File: config.mk
export PLATFORM = sky130hd
export DESIGN_NAME = bayes_idx_seq
export DESIGN_NICKNAME = d
export VERILOG_FILES = /design/src/rtl/bayes_pkg.sv /design/src/rtl/bayes_wrap_cnt.sv /design/src/rtl/bayes_idx_seq.sv
export SDC_FILE = /design/constraint.sdc
export NUM_CORES = 1
export LEC_CHECK = 0
export CORE_UTILIZATION = 65
export DETAILED_ROUTE_END_ITERATION = 10
export DONT_BUFFER_PORTS = 1
export MAX_ROUTING_LAYER = met4
export PLACE_DENSITY = 0.89
export SYNTH_ARGS = -nofsm -noshare
export SYNTH_HDL_FRONTEND = slang
export SYNTH_SLANG_ARGS = --single-unit
File: constraint.sdc
create_clock -name clk -period 4.5 [get_ports clk]
set_input_delay 0.9 -clock clk [delete_from_list [all_inputs] [get_ports clk]]
set_output_delay 0.9 -clock clk [all_outputs]
set_load 0.02 [all_outputs]
File: src/rtl/bayes_pkg.sv
`default_nettype none
// bayes_pkg: sequencer state encoding, default classifier sizes and index-width helper.
package bayes_pkg;

  typedef enum logic [1:0] {
    ST_IDLE = 2'd0,
    ST_RUN  = 2'd1,
    ST_DONE = 2'd2
  } state_t;

  localparam int BAYES_N_CLASS = 10;
  localparam int BAYES_N_ATTR  = 784;

  // A 1-entry range still needs a 1-bit index.
  function automatic int idx_width(input int n);
    return (n > 1) ? $clog2(n) : 1;
  endfunction

endpackage
`default_nettype wire

File: src/rtl/bayes_wrap_cnt.sv
`default_nettype none
// bayes_wrap_cnt: 0..MAX-1 counter with increment enable, clear and a wrap flag
// (wrap is high on the increment that returns the count to zero).
module bayes_wrap_cnt #(
  parameter int MAX = 2,
  parameter int W   = 1
) (
  input  logic         clk,
  input  logic         rst,
  input  logic         clr,
  input  logic         inc,
  output logic [W-1:0] cnt,
  output logic         at_max,
  output logic         wrap
);

  localparam logic [W-1:0] LAST = W'(MAX - 1);

  assign at_max = (cnt == LAST);
  assign wrap   = inc & at_max;

  always_ff @(posedge clk or posedge rst) begin
    if (rst) begin
      cnt <= '0;
    end else if (clr) begin
      cnt <= '0;
    end else if (inc) begin
      cnt <= at_max ? '0 : cnt + W'(1);
    end
  end

endmodule
`default_nettype wire

File: src/rtl/bayes_idx_seq.sv
`default_nettype none
// bayes_idx_seq: class-major (class, attribute) index sequencer on a valid/ready stream.
// Optional BAYES_IDX_ADDR_EN adds an incrementally maintained linear address output.
module bayes_idx_seq
  import bayes_pkg::*;
#(
  parameter int N_CLASS = BAYES_N_CLASS,
  parameter int N_ATTR  = BAYES_N_ATTR,
  parameter int C_W     = idx_width(N_CLASS),
  parameter int A_W     = idx_width(N_ATTR)
) (
  input  logic           clk,
  input  logic           rst,
  input  logic           start,
  input  logic           abort,
  output logic           busy,
  output logic           done,
  output logic           out_valid,
  input  logic           out_ready,
  output logic [C_W-1:0] out_c_idx,
  output logic [A_W-1:0] out_attri_idx,
  output logic           out_attr_last,
  output logic           out_class_last
`ifdef BAYES_IDX_ADDR_EN
  ,
  output logic [C_W+A_W-1:0] out_addr
`endif
);

  state_t state, state_nxt;
  logic   xfer, step, clr;
  logic   a_max, a_wrap, c_max, c_wrap;

  assign xfer = out_valid & out_ready;
  // Abort outranks a simultaneous handshake: that beat is not counted.
  assign step = xfer & ~abort;
  assign clr  = abort | ((state == ST_IDLE) & start);

  bayes_wrap_cnt #(.MAX(N_ATTR), .W(A_W)) u_attr_cnt (
    .clk    (clk),
    .rst    (rst),
    .clr    (clr),
    .inc    (step),
    .cnt    (out_attri_idx),
    .at_max (a_max),
    .wrap   (a_wrap)
  );

  bayes_wrap_cnt #(.MAX(N_CLASS), .W(C_W)) u_class_cnt (
    .clk    (clk),
    .rst    (rst),
    .clr    (clr),
    .inc    (a_wrap),
    .cnt    (out_c_idx),
    .at_max (c_max),
    .wrap   (c_wrap)
  );

  // c_wrap marks the accepted final beat of the sweep.
  always_comb begin
    state_nxt = state;
    unique case (state)
      ST_IDLE: if (start && !abort) state_nxt = ST_RUN;
      ST_RUN: begin
        if (abort)       state_nxt = ST_IDLE;
        else if (c_wrap) state_nxt = ST_DONE;
      end
      ST_DONE: state_nxt = ST_IDLE;
      default: state_nxt = ST_IDLE;
    endcase
  end

  always_ff @(posedge clk or posedge rst) begin
    if (rst) begin
      state     <= ST_IDLE;
      out_valid <= 1'b0;
      busy      <= 1'b0;
      done      <= 1'b0;
    end else begin
      state     <= state_nxt;
      out_valid <= (state_nxt == ST_RUN);
      busy      <= (state_nxt == ST_RUN);
      done      <= (state_nxt == ST_DONE);
    end
  end

  assign out_attr_last  = out_valid & a_max;
  assign out_class_last = out_valid & c_max;

`ifdef BAYES_IDX_ADDR_EN
  always_ff @(posedge clk or posedge rst) begin
    if (rst) begin
      out_addr <= '0;
    end else if (clr || c_wrap) begin
      out_addr <= '0;
    end else if (step) begin
      out_addr <= out_addr + (C_W + A_W)'(1);
    end
  end
`endif

endmodule
`default_nettype wire

==> impl_results.md, run 1 <==
- Crit Path Class: reg2out
- Combinational share of power: between 6 and 7%
- Row Count: 13
- Pins over their slew limit: 0
- Post-Synthesis Cells: between 100 and 150
- Peak VDD IR: about 0.21 mV
- Worst Tran Pin Value: ~0.67 ns
- Number of I/O pins: 24
- CP endpoint kind: output port
- Post-CTS Setup Repair Bufs: 0
- Bufs on Longest Clock Path: 2
- Pint: about 220 uW
- Post-DR vias/cell: 6.72
- Crit-path leading delay family: simple AND/OR/NAND/NOR gates
- Cts hold-fix bufs: 0
- Antenna violations before repair: 0
- Antenna Nets Post-Route: 0
- Critical Path RT: 3.60 ns
- Initial Util: between 70% and 80%
- Top FF cell, synth: dfrtp_1
- Gpl congestion: roughly 0.86
- Fin. Hold Viols: 0
- DIE AREA: between 1500 and 2000 sq um
- Dpl hpwl: approximately 1500 um
- Tmin final: approximately 2.8 ns
- Switch Pwr: between 60 and 70 uW
- GRT Total Usage: between 20 and 30%
- Inserted Diodes: 0
- Number of port buffers: 0
- Critical Path AT: roughly 1.9 ns
- CP Cell Sequence: ha_1 > and2_1 > nand4_1 > nor2_1
- Final period util: about three fifths
- Top cell type's share of synthesized area: between 40% and 50%
- Achievable Freq: roughly 360 MHz
- # setup viols final: 0
- Die W: ~42 um
- Layout net count: between 100 and 150
- Root buf cell: clkbuf_4
- Final WS setup: between 1.5 and 2 ns
- Fill cells: 89
- H-tree depth: 1
- Number of synthesized register bits: 18
- Async S/R FF share, synth: 100%
- HP Start: state[1]$_DFF_PP0_
- Worst r2r dst: u_class_cnt.cnt[0]$_DFFE_PP0P_
- Core footprint: between 1000 and 1500 sq um
- First-pass GRT wire length: about 3400 um
- Skew final: just over 0.007 ns
- Largest net degree at the start of global routing: 19
- Worst slack at placement: about 2.1 ns
- Hold Path Class: reg2reg
- Number of synthesized flops with an enable pin: 0
- Worst setup path start: u_attr_cnt.cnt[1]$_DFFE_PP0P_
- Area growth, synth to finish: 2.32%
- Multi-input logic area: 519 sq um
- Final WL: around 2100 um
- Reg2reg start: u_attr_cnt.cnt[1]$_DFFE_PP0P_
- R2R Setup Slk: roughly 2.5 ns
- 1st-iter DRT viols: 34
- Synth Cell Area: slightly above 1000 sq um
- Vias in the first global route: 745
- Status: complete, no violations
- Per-cell routed wire length: around 17 um
- TritonCTS clock tree: built
- Post-synth net total: 116
- Pwr Density: roughly 280 nW/um^2
- Ys Warns: 0
- DRC violations left: 0
- CTS Buf Count: 3
- Slew HR: between 50% and 60%
- Routed vias: between 800 and 900
- Grt total ovfl: 0
- Max_cap viols: 0
- Setup TNS: 0 ns
- Clock Pin Slew Worst Setup and Hold Paths: roughly 0.10 ns
- Top cells by area, synth: dfrtp_1, a21oi_1, ha_1, nor2_1, nand2_1
- Chip height: 41.7 um
- WP buf/inv: 0
- Leak Pwr: about 0.00042 uW
- Yosys cell types: 38
- Layout cell share with drive strength beyond 1: 13.9%
- Worst path slowest cell: dfrtp_1
- Cells on worst reg2reg path: 5
- WHS Path Cells: 1
- Sw Ratio: between 20% and 30%
- Crit-path max FO: 5
- Worst setup SP type: flop
- Register area: about 450 sq um
- Area leader, netlist: dfrtp_1
- Top post-synthesis cells by count: dfrtp_1, nor2_1, a21oi_1
- RSZ-0062 raised after global routing: no
- Post-CTS sizing: 0
- Count leader, synth: dfrtp_1
- Insertion delay to the later sink of the worst-skew pair: around 0.30 ns
- Clock Sinks: 18
- Avg Cell Area, Syn: ~9.5 sq um
- Register area share after synthesis: about 44%
- Clock power frac: roughly a third
- First-pass iteration count of the detailed router: 4
- Max incr delay on CP: between 0.5 and 0.6 ns
- Seq pwr share: about 60%
- Worst Hold End: out_valid$_DFF_PP0_
[logic make-up after synthesis]
| family | after synthesis | share of synthesized area [%] |
|---|---|---|
| XOR/XNOR | 4 | 3.42 |
| AND/OR/NAND/NOR | 49 | 28.2 |
| AO/OA/AOI/OAI | 23 | 14.3 |
| multiplexers | 1 | 1.10 |
| flip-flops | 18 | 44.0 |
| adder cells (fa/ha/maj) | 3 | 3.67 |
| buffers and inverters | 10 | 5.26 |
[cells in the final DEF (no fill, tap or decap), types with 2 or more instances in the layout]
cell / n
clkbuf_4: 3
or3_2: 2
nand4_1: 3
inv_1: 6
nor3_1: 4
nor2_1: 10
and4bb_2: 2
xnor2_1: 3
nand2_1: 8
or2b_2: 3
a21oi_1: 9
ha_1: 3
nand3_1: 5
a2111oi_0: 2
dfrtp_1: 18
and2_1: 2
or4_1: 3
o21ai_0: 4
[worst max path at each step]
stage | endpoint | cells past startpoint
after floorplan | u_class_cnt.cnt[0]$_DFFE_PP0P_ | 6
after global placement | out_attr_last | 4
after detailed placement | out_attr_last | 4
after CTS | out_attr_last | 4
after global routing | out_attr_last | 4
final | out_attr_last | 4
[state kept, by name, summed over array words and instances, names as in the netlist]
name             count
u_attr_cnt.cnt      10
done                 1
out_valid            1
state                2
u_class_cnt.cnt      4
[worst register-to-register path, cell delays in order, from the launching register on]
cell and delay (ns):
dfrtp_1 0.53, ha_1 0.28, and2_1 0.18, nand4_2 0.21
nand2b_1 0.35, mux2_2 0.38
[power groups by stage]
stage / Combinational (uW) / Clock, uW / Sequential, uW
floorplan: 18.6 / 0 / 173
global placement: 17.8 / 0 / 175
detailed placement: 18.4 / 0 / 175
CTS: 18.6 / 101 / 172
global route: 20.9 / 109 / 173
finish: 18.6 / 98.2 / 172
[per-layer routing]
layer / vias to the layer above / track usage [%] / share of wire, %
li1: 396 / - / -
met5: - / - / 0
met3: 4 / 9.13 / 6.7
met4: 0 / 14.2 / 1.7
met1: 393 / 32.1 / 42
met2: 34 / 40.9 / 49
[through the flow]
step | cell area, sq um | cells | hold slack [ns] | utilization, % | total power (uW)
6_report | 1050 | 123 | 0.491 | 75.7 | 289
4_1_cts | 1050 | 123 | 0.490 | 75.7 | 292
5_1_grt | 1050 | 123 | 0.509 | 75.7 | 302
3_3_place_gp | 1010 | 119 | 0.468 | 73.1 | 193
3_5_place_dp | 1010 | 119 | 0.482 | 73.1 | 194
2_1_floorplan | 1020 | 108 | 0.452 | - | 192
[layout make-up]
cell class / instances / area share, %
Clock buffer: 4 / 3.46
Inverter: 6 / 2.15
Multi-Input combinational cell: 80 / 49.6
Sequential cell: 18 / 43.0
Tap cell: 15 / 1.79
No activity file was read; power rests on OpenSTA's default activity.
==> run 2: changes to the inputs <==
Settings changed: CORE_UTILIZATION 65 to 54, PLACE_DENSITY 0.89 to 0.8.
Clock period 4.5 ns to 2.25 ns, I/O delays scaled along.
==> impl_results.md, run 2 (same netlist as run 1, synthesis figures left out) <==
- Biggest register: u_attr_cnt.cnt
- Crit Path Class: reg2out
- Final WL: about 2100 um
- GRT Total Usage: 23.7%
- First-pass GRT wire length: about 3400 um
- Antenna Nets Post-Route: 0
- Dpl hpwl: roughly 1600 um
- Commonest cells after routing, fill and taps aside: dfrtp_1, a21oi_1, nor2_1, nand2_1, buf_4
- Routed vias: between 800 and 900
- Insertion delay to the later sink of the worst-skew pair: about 0.30 ns
- Pwr Density: approximately 530 nW/um^2
- Number of port buffers: 0
- Setup TNS: 0 ns
- Post-CTS Setup Repair Bufs: 0
- Status: complete, no violations
- Number of I/O pins: 24
- Final core occ: roughly 64%
- CP endpoint kind: output port
- Achievable Freq: 461 MHz
- Crit-path max FO: 6
- Core footprint: between 1500 and 2000 sq um
- First-pass iteration count of the detailed router: 4
- Tmin final: roughly 2.2 ns
- Clock Pin Slew Worst Setup and Hold Paths: ~0.11 ns
- Worst setup SP type: flop
- Worst Tran Pin Value: 0.702 ns
- Layout net count: between 100 and 150
- Skew final: 0.0112 ns
- Grt total ovfl: 0
- # setup viols final: 0
- H-tree depth: 1
- Die W: 45.5 um
- Largest registers: u_attr_cnt.cnt: 10 flops, u_class_cnt.cnt: 4 flops, state: 2 flops
- Clock Sinks: 18
- Post-CTS sizing: 1
- TritonCTS clock tree: built
- Root buf cell: clkbuf_4
- Row Count: 15
- Antenna violations before repair: 0
- Cts hold-fix bufs: 0
- CTS Buf Count: 3
- Critical Path AT: 1.72 ns
- Final period util: 96.4%
- Area growth, synth to finish: 9.05%
- DRC violations left: 0
- Initial Util: approximately 59%
- Most common cell after layout, fill and taps aside: dfrtp_1
- Chip height: ~46 um
- Critical Path RT: between 1.5 and 2 ns
- Worst setup path start: u_attr_cnt.cnt[3]$_DFFE_PP0P_
- Cells on worst reg2reg path: 4
- Slew HR: approximately 53%
- Max_cap viols: 0
- Pins over their slew limit: 0
- R2R Setup Slk: 0.37 ns
- Hold Path Class: in2async
- Vias in the first global route: slightly below 800
- Layout cell share with drive strength beyond 1: between 20% and 30%
- DIE AREA: roughly 2100 sq um
- Gpl congestion: between 0.9 and 1
- Inserted Diodes: 0
- Peak VDD IR: around 0.40 mV
- Reg2reg start: u_attr_cnt.cnt[3]$_DFFE_PP0P_
- 1st-iter DRT viols: 15
- Post-DR vias/cell: between 6 and 7
- Per-cell routed wire length: roughly 15 um
- Fin. Hold Viols: 0
- Max FFs per register: 10
- Bufs on Longest Clock Path: 2
- Critical Path Sink: out_attr_last
- Leak Pwr: between 0.0004 and 0.0005 uW
- Largest net degree at the start of global routing: 19
- RSZ-0062 raised after global routing: no
- Worst r2r dst: u_class_cnt.cnt[2]$_DFFE_PP0P_
## run 2: changes by cell type in the layout (fill, tap and decap cells not counted), sizes merged
cell	before	now
buf	0	7
## run 2: layer usage
| layer | track usage (%) | vias up | wire length [um] |
|---|---|---|---|
| li1 | - | 410 | - |
| met1 | 28.2 | 405 | 1000 |
| met2 | 38.0 | 26 | 1010 |
| met3 | 5.95 | 4 | 84 |
| met4 | 9.09 | 0 | 21 |
| met5 | - | - | 0 |
## run 2: how the worst min path moves through the flow
stage	end	slack, ns	depth (start not counted)	from
3_3_place_gp	u_class_cnt.cnt[3]$_DFFE_PP0P_	0.47	1	rst
6_report	u_attr_cnt.cnt[3]$_DFFE_PP0P_	0.13	1	rst
2_1_floorplan	done$_DFF_PP0_	0.39	1	rst
5_1_grt	u_attr_cnt.cnt[3]$_DFFE_PP0P_	0.18	1	rst
3_5_place_dp	done$_DFF_PP0_	0.48	1	rst
4_1_cts	state[0]$_DFF_PP0_	0.14	1	rst
## run 2: worst max-delay path, cell delays in order (launching register included)
cell      delay, ns
dfrtp_1        0.57
and4bb_2       0.32
nand4_1        0.23
nor2_2         0.29
## run 2: cell type report
| class | count | area, sq um |
|---|---|---|
| Multi-Input combinational cell | 80 | 522 |
| Fill cell | 152 | 629 |
| Inverter | 6 | 22.5 |
| Timing Repair Buffer | 7 | 52.6 |
| Clock buffer | 4 | 36.3 |
| Sequential cell | 18 | 452 |
| Tap cell | 25 | 31.3 |
## run 2: stage by stage
step	hold WS, ns	power, uW	instance area, sq um	instances	worst slack, ns
4_1_cts	0.143	594	1110	140	0.000906
6_report	0.133	589	1120	140	0.0806
3_3_place_gp	0.469	391	1080	136	0.360
3_5_place_dp	0.476	393	1080	136	0.281
2_1_floorplan	0.389	384	1020	108	0.431
5_1_grt	0.184	611	1120	140	0.0149
## run 2: where the power goes
part,internal [uW],leakage [uW],switching [uW]
clock,98.6,0.0000210,103
sequential,329,0.000246,10.5
combinational,17.3,0.000189,30.6
total,444,0.000456,144
